<file path="config.mk">
export PLATFORM = sky130hd
export DESIGN_NAME = rv32_trace_uart_tx
export DESIGN_NICKNAME = d
export VERILOG_FILES = /design/src/rtl/rv32_trace_pkg.sv /design/src/rtl/uart_tx_byte.sv /design/src/rtl/rv32_trace_uart_tx.sv
export SDC_FILE = /design/constraint.sdc
export NUM_CORES = 1
export LEC_CHECK = 0
export CAP_MARGIN = 20
export CORE_ASPECT_RATIO = 1.75
export CORE_MARGIN = 2
export CORE_UTILIZATION = 30
export CTS_CLUSTER_DIAMETER = 200
export DETAILED_ROUTE_END_ITERATION = 10
export DONT_BUFFER_PORTS = 1
export SYNTH_ARGS = -nofsm -noshare
export SYNTH_HDL_FRONTEND = slang
export SYNTH_SLANG_ARGS = --single-unit
</file>
<file path="constraint.sdc">
create_clock -name clk -period 12.1 [get_ports clk]
set_input_delay 1.21 -clock clk [delete_from_list [all_inputs] [get_ports clk]]
set_output_delay 1.21 -clock clk [all_outputs]
set_load 0.1 [all_outputs]
</file>
<file path="src/rtl/rv32_trace_pkg.sv">
// Shared types and frame header codes for the retirement trace UART producer.
package rv32_trace_pkg;

  localparam logic [7:0] HDR_TRACE   = 8'hA5;
  localparam logic [7:0] HDR_HALT    = 8'h5A;
  localparam logic [7:0] HDR_TIMEOUT = 8'hEE;

  typedef struct packed {
    logic [31:0] pc;
    logic [31:0] wb;
  } trace_rec_t;

  typedef enum logic [1:0] {
    IDLE,
    SEND_TRACE,
    SEND_FINAL,
    DONE
  } trace_state_t;

endpackage

</file>
<file path="src/rtl/uart_tx_byte.sv">
// 8N1 byte serialiser. busy drops during the last clock of the stop bit so a
// follow-on start lands exactly when the stop bit ends (no idle gap).
module uart_tx_byte #(
  parameter int CLKS_PER_BIT = 16
) (
  input  logic       clk,
  input  logic       rst_n,
  input  logic       start,
  input  logic [7:0] data,
  output logic       tx,
  output logic       busy,
  output logic       byte_done
);

  localparam int CW = (CLKS_PER_BIT > 2) ? $clog2(CLKS_PER_BIT) : 1;

  logic          active;
  logic [CW-1:0] clk_cnt;
  logic [3:0]    bit_idx;   // 0 = start, 1..8 = data, 9 = stop
  logic [7:0]    sh;
  logic          tx_q;
  logic          last_clk;

  assign last_clk  = (clk_cnt == CW'(CLKS_PER_BIT - 1));
  assign byte_done = active && last_clk && (bit_idx == 4'd9);
  assign busy      = active && !byte_done;
  assign tx        = tx_q;

  // Bit timer and shift register; start has priority so bytes chain back-to-back.
  always_ff @(posedge clk or negedge rst_n) begin
    if (!rst_n) begin
      active  <= 1'b0;
      clk_cnt <= '0;
      bit_idx <= '0;
      sh      <= '0;
      tx_q    <= 1'b1;
    end else if (start && !busy) begin
      active  <= 1'b1;
      clk_cnt <= '0;
      bit_idx <= '0;
      sh      <= data;
      tx_q    <= 1'b0;
    end else if (active) begin
      if (last_clk) begin
        clk_cnt <= '0;
        if (bit_idx == 4'd9) begin
          active <= 1'b0;
          tx_q   <= 1'b1;
        end else begin
          bit_idx <= bit_idx + 4'd1;
          if (bit_idx == 4'd8) begin
            tx_q <= 1'b1;
          end else begin
            tx_q <= sh[0];
            sh   <= sh >> 1;
          end
        end
      end else begin
        clk_cnt <= clk_cnt + CW'(1);
      end
    end
  end

endmodule

</file>
<file path="src/rtl/rv32_trace_uart_tx.sv">
// Retirement trace capture FIFO, cycle budget, and frame sequencer feeding a
// UART byte serialiser. Ends with one HALT or TIMEOUT frame, then goes inert.
module rv32_trace_uart_tx
  import rv32_trace_pkg::*;
#(
  parameter int CLKS_PER_BIT   = 16,
  parameter int FIFO_DEPTH     = 8,
  parameter int TIMEOUT_CYCLES = 350
) (
  input  logic        clk,
  input  logic        rst_n,
  input  logic        trace_valid,
  input  logic [31:0] trace_pc,
  input  logic [31:0] trace_wb,
  input  logic        halt,
  output logic        tx,
  output logic        tx_busy,
  output logic        overflow,
  output logic        done
);

  localparam int AW = $clog2(FIFO_DEPTH);

  trace_state_t state, state_n;

  logic [31:0] cycle_cnt, cnt_lat;
  logic        halt_seen, timeout_hit;

  trace_rec_t  mem [FIFO_DEPTH];
  trace_rec_t  rd_rec;
  logic [AW:0] wptr, rptr;
  logic        empty, full, pop, push_req, push_ok;

  logic [71:0] sbuf;
  logic [3:0]  byte_left;
  logic        u_start, u_busy, u_done, u_tx;

  // FIFO status: extra pointer bit distinguishes full from empty.
  assign empty    = (wptr == rptr);
  assign full     = (wptr[AW] != rptr[AW]) && (wptr[AW-1:0] == rptr[AW-1:0]);
  assign rd_rec   = mem[rptr[AW-1:0]];
  assign push_req = trace_valid && !halt_seen && !timeout_hit;
  assign push_ok  = push_req && (!full || pop);

  // Saturating post-reset cycle counter.
  always_ff @(posedge clk or negedge rst_n) begin
    if (!rst_n) cycle_cnt <= '0;
    else if (cycle_cnt != '1) cycle_cnt <= cycle_cnt + 32'd1;
  end

  // End-of-run latch; halt beats a same-cycle timeout, and only one ever sets.
  always_ff @(posedge clk or negedge rst_n) begin
    if (!rst_n) begin
      halt_seen   <= 1'b0;
      timeout_hit <= 1'b0;
      cnt_lat     <= '0;
    end else if (!halt_seen && !timeout_hit) begin
      if (halt) begin
        halt_seen <= 1'b1;
        cnt_lat   <= cycle_cnt;
      end else if (cycle_cnt == 32'(TIMEOUT_CYCLES)) begin
        timeout_hit <= 1'b1;
        cnt_lat     <= cycle_cnt;
      end
    end
  end

  // FIFO storage; no reset needed since pointers gate visibility.
  always_ff @(posedge clk) begin
    if (push_ok) mem[wptr[AW-1:0]] <= '{pc: trace_pc, wb: trace_wb};
  end

  // FIFO pointers and sticky drop flag.
  always_ff @(posedge clk or negedge rst_n) begin
    if (!rst_n) begin
      wptr     <= '0;
      rptr     <= '0;
      overflow <= 1'b0;
    end else begin
      if (push_ok) wptr <= wptr + (AW+1)'(1);
      if (pop)     rptr <= rptr + (AW+1)'(1);
      if (push_req && !push_ok) overflow <= 1'b1;
    end
  end

  // FSM state register.
  always_ff @(posedge clk or negedge rst_n) begin
    if (!rst_n) state <= IDLE;
    else        state <= state_n;
  end

  // Next state, FIFO pop and byte issue; trace records always drain first.
  always_comb begin
    state_n = state;
    pop     = 1'b0;
    u_start = 1'b0;
    case (state)
      IDLE: begin
        if (!empty) begin
          pop     = 1'b1;
          state_n = SEND_TRACE;
        end else if (halt_seen || timeout_hit) begin
          state_n = SEND_FINAL;
        end
      end
      SEND_TRACE, SEND_FINAL: begin
        u_start = (byte_left != 4'd0) && !u_busy;
        if (byte_left == 4'd0 && u_done)
          state_n = (state == SEND_TRACE) ? IDLE : DONE;
      end
      default: ;
    endcase
  end

  // Frame shift buffer: loaded in IDLE, shifted one byte per accepted start.
  always_ff @(posedge clk or negedge rst_n) begin
    if (!rst_n) begin
      sbuf      <= '0;
      byte_left <= '0;
    end else if (state == IDLE) begin
      if (!empty) begin
        sbuf      <= {rd_rec.wb, rd_rec.pc, HDR_TRACE};
        byte_left <= 4'd9;
      end else if (halt_seen || timeout_hit) begin
        sbuf      <= {32'b0, cnt_lat, (halt_seen ? HDR_HALT : HDR_TIMEOUT)};
        byte_left <= 4'd5;
      end
    end else if (u_start) begin
      sbuf      <= sbuf >> 8;
      byte_left <= byte_left - 4'd1;
    end
  end

  uart_tx_byte #(.CLKS_PER_BIT(CLKS_PER_BIT)) u_uart (
    .clk       (clk),
    .rst_n     (rst_n),
    .start     (u_start),
    .data      (sbuf[7:0]),
    .tx        (u_tx),
    .busy      (u_busy),
    .byte_done (u_done)
  );

  assign tx      = u_tx;
  assign tx_busy = u_busy | u_done;
  assign done    = (state == DONE);

endmodule

</file>
# ---- Yosys cells after proc, flatten, opt, wreduce, memory -nomap -nowiden
# Memories as Yosys holds them, arrays and structs flattened.
# Cells that the tools add are included.
dict set report classes {
  add_sub_neg 6
  eq_ne 15
  n_mux 42
  n_bitwise 2
  n_reduce_logical 37
}
# operator n
set ops {}
lappend ops {{$mux 72} 4}
lappend ops {{$mux 32} 2}
lappend ops {{$mux 8} 6}
lappend ops {{$mux 4} 11}
lappend ops {{$add 32x1->32 const B} 1}
lappend ops {{$eq 32x9->1 const B} 1}
lappend ops {{$ne 32x32->1 const B} 1}
lappend ops {{$add 4x1->4 const B} 4}
lappend ops {{$mux 1} 14}
lappend ops {{$eq 4x4->1 const B} 3}
lappend ops {{$logic_and 1x1->1} 12}
lappend ops {{$reduce_bool 2->1} 5}
lappend ops {{$reduce_and 3->1} 3}
lappend ops {{$mux 2} 4}
lappend ops {{$reduce_and 2->1} 4}
lappend ops {{$logic_not 1->1} 6}
lappend ops {{$eq 2x2->1 const B} 2}
lappend ops {{$eq 4x4->1} 1}
lappend ops {{$logic_not 4->1} 1}
lappend ops {{$ne 2x1->1 const B} 2}
lappend ops {{$pmux 2 s2} 1}
lappend ops {{$reduce_and 4->1} 1}
lappend ops {{$reduce_bool 4->1} 1}
lappend ops {{$sub 4x1->4 const B} 1}
lappend ops {{other kinds (10)} 11}
dict set report totals {
  ff_bits 171
  ram_bits 512
  out_inout_bits 4
  n_memories 1
}
# memory words width rd rd_ports_with_merged_regs write_ports line_no
set memory_table {}
lappend memory_table {mem 8 64 1 0 1 rv32_trace_uart_tx.sv:29} ;# trace_rec_t mem [FIFO_DEPTH];

# ---- Depth between registers and ports, before layout
# Gate-level depths: netlist (run 1).
dict set report depth {
  ltp_word 11
  mapped_depth 9
  mapped_depth_nobuf 7
}

# ---- By module
# A second synthesis (run 1) with hierarchy kept.
dict set report unflattened {
  hier_cells 1579
  area_unflattened_um2 27281.2
}
# module n_inst cells_per_inst area_each_um2
set by_module_without_submodules {}
lappend by_module_without_submodules {rv32_trace_uart_tx 1 1477 26245.2}
lappend by_module_without_submodules {uart_tx_byte 1 102 1036.0}

# ---- Worst setup path after synthesis (run 1)
# No wires, ideal clock.
dict set report synth_timing {
  kind {input-to-reg}
  start {input port trace_valid}
  end {memory mem[1][0] (netlist bit), enable pin}
  arrival_ns 7.975
  t_required_ns 11.434
  path_slack_ns 3.459
  cell_stages 2
  cell_sequence {nand3b_1 > nor4b_1}
}
dict set report synth_between {
  elab_chain_cells 5
}
# element line_no
set synth_rtl {}
lappend synth_rtl {{from (decl)} rv32_trace_uart_tx.sv:12} ;# input logic trace_valid,
lappend synth_rtl {{$logic_and 1x1->1 (2 in a row)} rv32_trace_uart_tx.sv:42} ;# assign push_req = trace_valid && !halt_seen && !timeout_hit;
lappend synth_rtl {{$logic_and 1x1->1} rv32_trace_uart_tx.sv:43} ;# assign push_ok = push_req && (!full || pop);
lappend synth_rtl {{$mux 1} rv32_trace_uart_tx.sv:70} ;# if (push_ok) mem[wptr[AW-1:0]] <= '{pc: trace_pc, wb: trace_wb};
lappend synth_rtl {{$mux 1 (implied by the code)} rv32_trace_uart_tx.sv:70}
lappend synth_rtl {{to (decl)} rv32_trace_uart_tx.sv:29}
# No other way between the ends.

# ---- Worst setup path in the final report (run 1)
dict set report layout_timing {
  start {register u_uart.clk_cnt[0]}
  end {register sbuf[4]}
}
dict set report layout_between {
  elab_chain_cells 10
}
# element line_no
set layout_rtl {}
lappend layout_rtl {{from (decl)} uart_tx_byte.sv:18} ;# logic [CW-1:0] clk_cnt;
lappend layout_rtl {{from (signal assigned)} uart_tx_byte.sv:59} ;# clk_cnt <= clk_cnt + CW'(1);
lappend layout_rtl {{$eq 4x4->1} uart_tx_byte.sv:24} ;# assign last_clk = (clk_cnt == CW'(CLKS_PER_BIT - 1));
lappend layout_rtl {{$logic_and 1x1->1 (2 in a row)} uart_tx_byte.sv:25} ;# assign byte_done = active && last_clk && (bit_idx == 4'd9);
lappend layout_rtl {{$logic_not 1->1} uart_tx_byte.sv:26} ;# assign busy = active && !byte_done;
lappend layout_rtl {{$logic_and 1x1->1} uart_tx_byte.sv:26}
lappend layout_rtl {{$logic_not 1->1} rv32_trace_uart_tx.sv:107} ;# u_start = (byte_left != 4'd0) && !u_busy;
lappend layout_rtl {{$logic_and 1x1->1} rv32_trace_uart_tx.sv:107}
lappend layout_rtl {{$mux 1} rv32_trace_uart_tx.sv:97} ;# case (state)
lappend layout_rtl {{$reduce_bool 2->1 (no source line)} n/a}
lappend layout_rtl {{$reduce_and 2->1 (no source line)} n/a}
lappend layout_rtl {{to (signal assigned)} rv32_trace_uart_tx.sv:122} ;# sbuf <= {rd_rec.wb, rd_rec.pc, HDR_TRACE};
lappend layout_rtl {{to (signal assigned)} rv32_trace_uart_tx.sv:125} ;# sbuf <= {32'b0, cnt_lat, (halt_seen ? HDR_HALT : HDR_TIMEOUT)};
lappend layout_rtl {{to (signal assigned)} rv32_trace_uart_tx.sv:129} ;# sbuf <= sbuf >> 8;
lappend layout_rtl {{to (decl)} rv32_trace_uart_tx.sv:34} ;# logic [71:0] sbuf;
# No other way between the ends.
# A chain may end at the register's enable or synchronous reset.

==> flow_metrics.tcl, run 1 <==
set metrics [dict create \
    run_status "complete, no violations" \
    grt_setup_unrepaired "no" \
    routed_wirelength_um 60700 \
    post_synth_edffs 512 \
    worst_skew_pair.late_latency_ns 0.62 \
    final_core_utilization_pct 33.9 \
    gp_routability_congestion 0.795 \
    final.setup_skew_ns 0.0306 \
    drv_slew 0 \
    design.core.area_um2 90600 \
    final-hold-violation-count 0 \
    grt_pass1_wl_um 92900 \
    antenna_found_initial 0 \
    worst_path_cell_trace "ha_1 > nand3_2 > o21ai_1 > nand2_1 > a21oi_4 > buf_4 > mux2_2" \
    grt_max_degree 172 \
    stdcell_count 2777 \
    vdd.ir_drop.worst_v 0.000118 \
    syn-cell-area_um2 27500 \
    p_total_w 0.00439 \
    synthTopCellsByArea "edfxtp_1 (56%), dfrtp_1 (15%), mux4_2 (9.2%)" \
    critical_path_buf_inv_count 1 \
    first_global_vias 14700 \
    synth_flop_cell "edfxtp_1" \
    synth.distinct_cells 61 \
    postSynthRegisterBits 683 \
    cp_data_arrival_time_ns 4.11 \
    maximum_net_fanout_on_the_critical_path 29 \
    cts-resized-gates 0 \
    io_buffers 0 \
    numCtsBuffers 55 \
    slowest_stage "a21oi_4" \
    gr-total-overflow 0 \
    synth.top_cell.area_share_pct 56.0 \
    yosys_warnings 0 \
    holdBufCountCts 0 \
    holdCritPathClass "input pin to async pin" \
    drt_first_pass_iters 5 \
    detailroute.via_count 13900 \
    async_flop_share_pct 25.0 \
    cp_top_family "compound AO/OA/AOI/OAI gates" \
    timing.fmax_ghz 0.277 \
    power.leakage_nw 10.5 \
    dp_hpwl_um 37000 \
    drt_first_iter_violations 1276 \
    die_x_um 233 \
    worst_slew_pin_slew_ns 1.07 \
    synth_top_cell_by_area "edfxtp_1" \
    buffers_inserted_by_post_cts_timing_repair 0 \
    worst_endpoint_required_time_ns 12.60 \
    crit_type "flop to flop" \
    report.final.setup_viol 0 \
    finalSetupTns_ns 0 \
    synthesis_to_layout_area_growth_pct 11.7 \
    numClockSinks 683 \
    htree_levels 2 \
    drive_gt1_share_pct 21.0 \
    syn_avg_cell_area_um2 17.7 \
    setup.worst_path.end_class "flop" \
    initial_utilization_pct 30.3 \
    globalRouteTotalUtil_pct 13.0 \
    post_cts_clock_slew_at_the_launch_and_capture_registers_of_the_worst_setup_and_hold_paths_ns 0.07 \
    cts_buffer_depth 3 \
    cts_root_buf "clkbuf_16" \
    timing.critical_path.slowest_cell_delay_ns 0.81 \
    seq_area_frac_synth_pct 71.6 \
    antenna_left 0 \
    die_area_um2 94100 \
    fill_cells 8639 \
    dieHeight_um 404 \
    slew_headroom_pct 28.5 \
    timing.final.crit_period_ns 3.61 \
    row_count 146 \
    post-route-period-util_pct 29.8 \
    max_cap_viol_count 0 \
    ioPinCount 72 \
    dpl.cell_count 2673 \
    syn_inst 1550 \
    antennaDiodeCount 0 \
    startpoint_type "flop" \
    pre_cts_ws_ns 8.47 \
    timing.final.ws_setup_ns 8.49 \
    power_density_nw_per_um2 143 \
    nNetsFinal 1626 \
    detail_route.wl_per_cell_um 21.9 \
    mappedNetlistNets 1630 \
    drt_drc_violations_left 0 \
    tritoncts "yes" \
    detail_route.vias_per_cell 5.00 \
]
==> sequential cells by signal, summed over array words and instances (netlist names) <==
register        count
overflow            1
u_uart.tx           1
u_uart.clk_cnt      4
u_uart.bit_idx      4
cycle_cnt          32
wptr                4
halt_seen           1
cnt_lat            32
u_uart.sh           8
rptr                4
sbuf               72
mem               512
state               2
timeout_hit         1
u_uart.active       1
byte_left           4
==> cells in the mapped netlist, types with 4 or more instances <==
master,number
a31oi_1,5
mux2i_1,55
a21o_1,4
nor4_1,10
nand3b_1,5
xor2_1,18
o211ai_1,4
edfxtp_1,512
nor3_1,20
clkbuf_1,43
dfrtp_1,170
inv_1,17
a2bb2oi_1,20
nor3b_1,5
o21ai_0,41
and2_1,6
xnor2_1,19
o2bb2ai_1,8
and3_1,10
nand4_1,15
a211oi_1,14
buf_2,33
o221ai_1,8
o22a_1,20
a22o_1,17
o22ai_1,29
buf_4,6
nand2_1,51
nor2b_1,13
and4_1,9
mux2_2,71
buf_1,6
a21oi_1,22
mux4_2,112
ha_1,12
nor4b_1,6
nor2_1,73
mux2_4,15
nand3_1,18
==> worst paths after layout <==
path / from / cells after the start / to / slack (ns)
setup / recovery: u_uart.clk_cnt[0]$_DFFE_PN0P_ / 7 / sbuf[4]$_DFFE_PN0P_ / 8.49
hold / removal: rst_n / 0 / sbuf[27]$_DFFE_PN0P_ / 0.31
setup reg to reg: u_uart.clk_cnt[0]$_DFFE_PN0P_ / 7 / sbuf[4]$_DFFE_PN0P_ / 8.49
hold reg to reg: sbuf[4]$_DFFE_PN0P_ / 2 / u_uart.sh[4]$_DFFE_PN0P_ / 0.49
max in group asynchronous: rst_n / 0 / rptr[2]$_DFFE_PN0P_ / 11.34
min in group clk: sbuf[4]$_DFFE_PN0P_ / 2 / u_uart.sh[4]$_DFFE_PN0P_ / 0.49
==> final cells by class <==
type | instances | area [um^2] | area share, %
clock buffers | 62 | 1420 | 4.64
inverters | 18 | 67.6 | 0.220
clock inverters | 42 | 445 | 1.45
flip-flops and latches | 683 | 19700 | 64.1
well taps | 1184 | 1480 | 4.83
multi-input cells | 759 | 7360 | 24.0
repair buffers | 29 | 230 | 0.750
==> metal layers <==
layer  GRT usage, %  routed length, um  part of all wire, %
met5              0                  0                    0
met3           2.68               3350                  5.5
met2           23.4              31900                   53
met1           15.1              23500                   39
met4           4.58               1880                  3.1
==> layout by cell type (no fill, tap or decap), types with 15 or more instances in the layout <==
master	Yosys	layout
o22a_1	20	20
a21oi_1	22	22
dfrtp_1	170	167
nand4_1	15	15
mux4_2	112	112
mux2i_1	55	55
o22ai_1	29	29
inv_1	17	17
o21ai_0	41	41
a22o_1	17	17
nor3_1	20	18
edfxtp_1	512	512
clkbuf_16	0	56
a2bb2oi_1	20	20
mux2_2	71	71
mux2_4	15	15
nand3_1	18	18
xor2_1	18	18
nor2_1	73	73
nand2_1	51	51
xnor2_1	19	19
buf_4	6	28
==> worst register-to-register path: cells and delay by family, from the launching register on <==
kind,cells,cell delay [ns]
buf+inv,1,0.46
fa+ha+maj,1,0.26
flops,1,0.41
compound gates,2,1.25
simple gates,2,0.74
mux,1,0.39
==> stage by stage <==
| stage | instance area [um^2] | hold slack [ns] |
|---|---|---|
| 3_3_place_gp | 28800 | 0.471 |
| 5_1_grt | 30700 | 0.284 |
| 6_report | 30700 | 0.310 |
| 2_1_floorplan | 27500 | 0.446 |
| 4_1_cts | 30700 | 0.271 |
| 3_5_place_dp | 28800 | 0.473 |
==> power by group <==
part	internal [W]	switching, W	total [W]
registers	0.00252	0	0.00252
clock network	0.00103	0.000846	0.00187
logic	0.0000000111	0	0.0000000138
total	0.00355	0.000846	0.00439
==> kinds of logic after synthesis <==
kind of cell	count (synthesis)	share of synthesized area (%)
flip-flops	683	71.6
AO/OA/AOI/OAI	205	5.27
XOR/XNOR	37	1.18
adder cells (fa/ha/maj)	12	0.547
buffers and inverters	108	1.76
multiplexers	253	14.9
AND/OR/NAND/NOR	252	4.73
Power figures use the tool's default switching activity.
==> run 2, diff against run 1 <==
Clock period 12.1 ns to 3.4 ns, I/O delays scaled along.
==> flow_metrics.tcl, run 2 (synthesis results as in run 1) <==
set metrics [dict create \
    p_int_w 0.0124 \
    design.core.area_um2 90600 \
    finish.instance_area_um2 31700 \
    die_x_um 233 \
    drt_first_iter_violations 1099 \
    dieHeight_um 404 \
    r2r_cells 6 \
    first_global_vias 15200 \
    htree_levels 2 \
    grt_pass1_wl_um 95400 \
    max_cap_viol_count 0 \
    cp_data_arrival_time_ns 3.20 \
    drt_first_pass_iters 5 \
    grt_max_degree 172 \
    holdBufCountCts 66 \
    reg2reg_slack_ns 0.49 \
    startpoint_type "flop" \
    slew_headroom_pct 25.5 \
    violations_in_the_final_reports "negative hold slack" \
    antenna_found_initial 7 \
    nNetsFinal 1714 \
    gp_routability_congestion 0.803 \
    antenna_left 0 \
    cts_buffer_depth 3 \
    buffers_inserted_by_post_cts_timing_repair 0 \
    power.leakage_nw 10.9 \
    worst_skew_pair.late_latency_ns 0.63 \
    r2r_end "mem[2][13]$_DFFE_PP_" \
    critical_path_buf_inv_count 1 \
    worst_slew_pin_slew_ns 1.12 \
    routed_wirelength_um 62500 \
    final-hold-violation-count 171 \
    holdCritPathClass "input pin to async pin" \
    final_cell_mix "edfxtp_1 (512), dfrtp_1 (167), mux4_2 (112)" \
    timing.critical_path.slowest_cell_delay_ns 0.80 \
    initial_utilization_pct 30.3 \
    report.final.setup_viol 0 \
    maximum_net_fanout_on_the_critical_path 20 \
    p_seq_share_pct 57.9 \
    detail_route.wl_per_cell_um 21.8 \
    net-switching-power_w 0.00308 \
    drv_slew 0 \
    setup.worst_path.end_class "flop" \
    clock_power_share_pct 41.2 \
    stdcell_count 2867 \
    worst_path_cell_trace "xor2_4 > or2_4 > nor3_2 > nand3b_1 > nor4b_4 > buf_4" \
    timing.fmax_ghz 0.343 \
    critical_path.startpoint "wptr[0]$_DFFE_PN0P_" \
    ioPinCount 72 \
    drt_drc_violations_left 0 \
    power.share.combinational_pct 0.9 \
    switching_share_pct 19.9 \
    tritoncts "yes" \
    final.setup_skew_ns 0.0420 \
    io_buffers 0 \
    run_status "complete, but fails checks" \
    power_density_nw_per_um2 489 \
    crit_type "flop to flop" \
    post-route-period-util_pct 85.7 \
    dpl_cell_area_um2 29300 \
    cts-resized-gates 0 \
    timing.final.crit_period_ns 2.91 \
    largest_register_ffs 512 \
    vdd.ir_drop.worst_v 0.000405 \
    numClockSinks 683 \
    dpl.cell_count 2694 \
    drive_gt1_share_pct 21.3 \
    cp_top_family "simple AND/OR/NAND/NOR gates" \
    hold-worst-slack_ns -0.562 \
    cts_root_buf "clkbuf_16" \
    worst_endpoint_required_time_ns 3.69 \
    grt_setup_unrepaired "no" \
    numCtsBuffers 56 \
    layout_commonest_cell "edfxtp_1" \
    row_count 146 \
    globalRouteTotalUtil_pct 13.3 \
    synthesis_to_layout_area_growth_pct 15.5 \
    dp_hpwl_um 39400 \
    slowest_stage "dfrtp_1" \
    die_area_um2 94100 \
    regToRegStartpoint "wptr[0]$_DFFE_PN0P_" \
    gr-total-overflow 0 \
    detail_route.vias_per_cell 4.94 \
    detailroute.via_count 14200 \
    post_cts_clock_slew_at_the_launch_and_capture_registers_of_the_worst_setup_and_hold_paths_ns 0.07 \
]
==> run 2: cell types whose count changed in the layout (fill, tap and decap cells not counted), moves of 3 or more <==
cell	before	now
buf_12	1	14
xor2_1	18	15
bufinv_16	8	3
clkinvlp_4	6	1
xor2_4	0	3
dlygate4sd3_1	0	66
clkbuf_1	6	12
clkbuf_8	0	5
diode_2	0	5
buf_4	28	36
==> run 2: how the worst max path moves through the flow <==
stage,slack [ns],cells past startpoint,end
5_1_grt,0.29,6,sbuf[5]$_DFFE_PN0P_
2_1_floorplan,-0.52,6,mem[2][0]$_DFFE_PP_
4_1_cts,0.49,6,mem[2][10]$_DFFE_PP_
3_3_place_gp,0.59,6,sbuf[7]$_DFFE_PN0P_
6_report,0.49,6,mem[2][13]$_DFFE_PP_
3_5_place_dp,0.51,6,mem[2][29]$_DFFE_PP_
==> run 2: power groups by stage <==
| stage | logic, W | registers [W] | clock network (W) |
|---|---|---|---|
| 2_1_floorplan | 0.0000000469 | 0.00915 | 0 |
| 3_3_place_gp | 0.0000000470 | 0.00915 | 0 |
| 3_5_place_dp | 0.0000000470 | 0.00915 | 0 |
| 4_1_cts | 0.000141 | 0.00897 | 0.00657 |
| 5_1_grt | 0.000153 | 0.00896 | 0.00688 |
| 6_report | 0.000138 | 0.00897 | 0.00639 |
==> run 2: cell type report <==
class / count / area (um^2)
fill: 8563 / 58900
antenna: 5 / 12.5
inverter: 18 / 67.6
multi-input combinational: 759 / 7490
timing repair buffer: 116 / 1210
clock buffer: 73 / 1520
clock inverter: 29 / 283
sequential: 683 / 19700
tap: 1184 / 1480
==> run 2: metal layers <==
layer / wire length [um] / GRT usage, %
met2: 33800 / 24.9
met5: 13 / 0
met1: 24100 / 15.1
met4: 2250 / 5.35
met3: 2230 / 1.83
==> run 2: through the flow <==
step	setup TNS (ns)	setup WS (ns)	utilization, %	power [W]
global placement	0	0.595	32.3	0.00915
global route	0	0.290	35.0	0.0160
floorplan	-92.13	-0.518	-	0.00915
finish	0	0.486	35.0	0.0155
detailed placement	0	0.508	32.3	0.00915
CTS	0	0.486	35.0	0.0157
==> run 2: worst register-to-register path, delay by kind of cell, from the launching register on <==
kind          cells  cell delay (ns)
xor+xnor          1             0.22
buf+inv           1             0.42
flops             1             0.80
simple gates      4             1.13
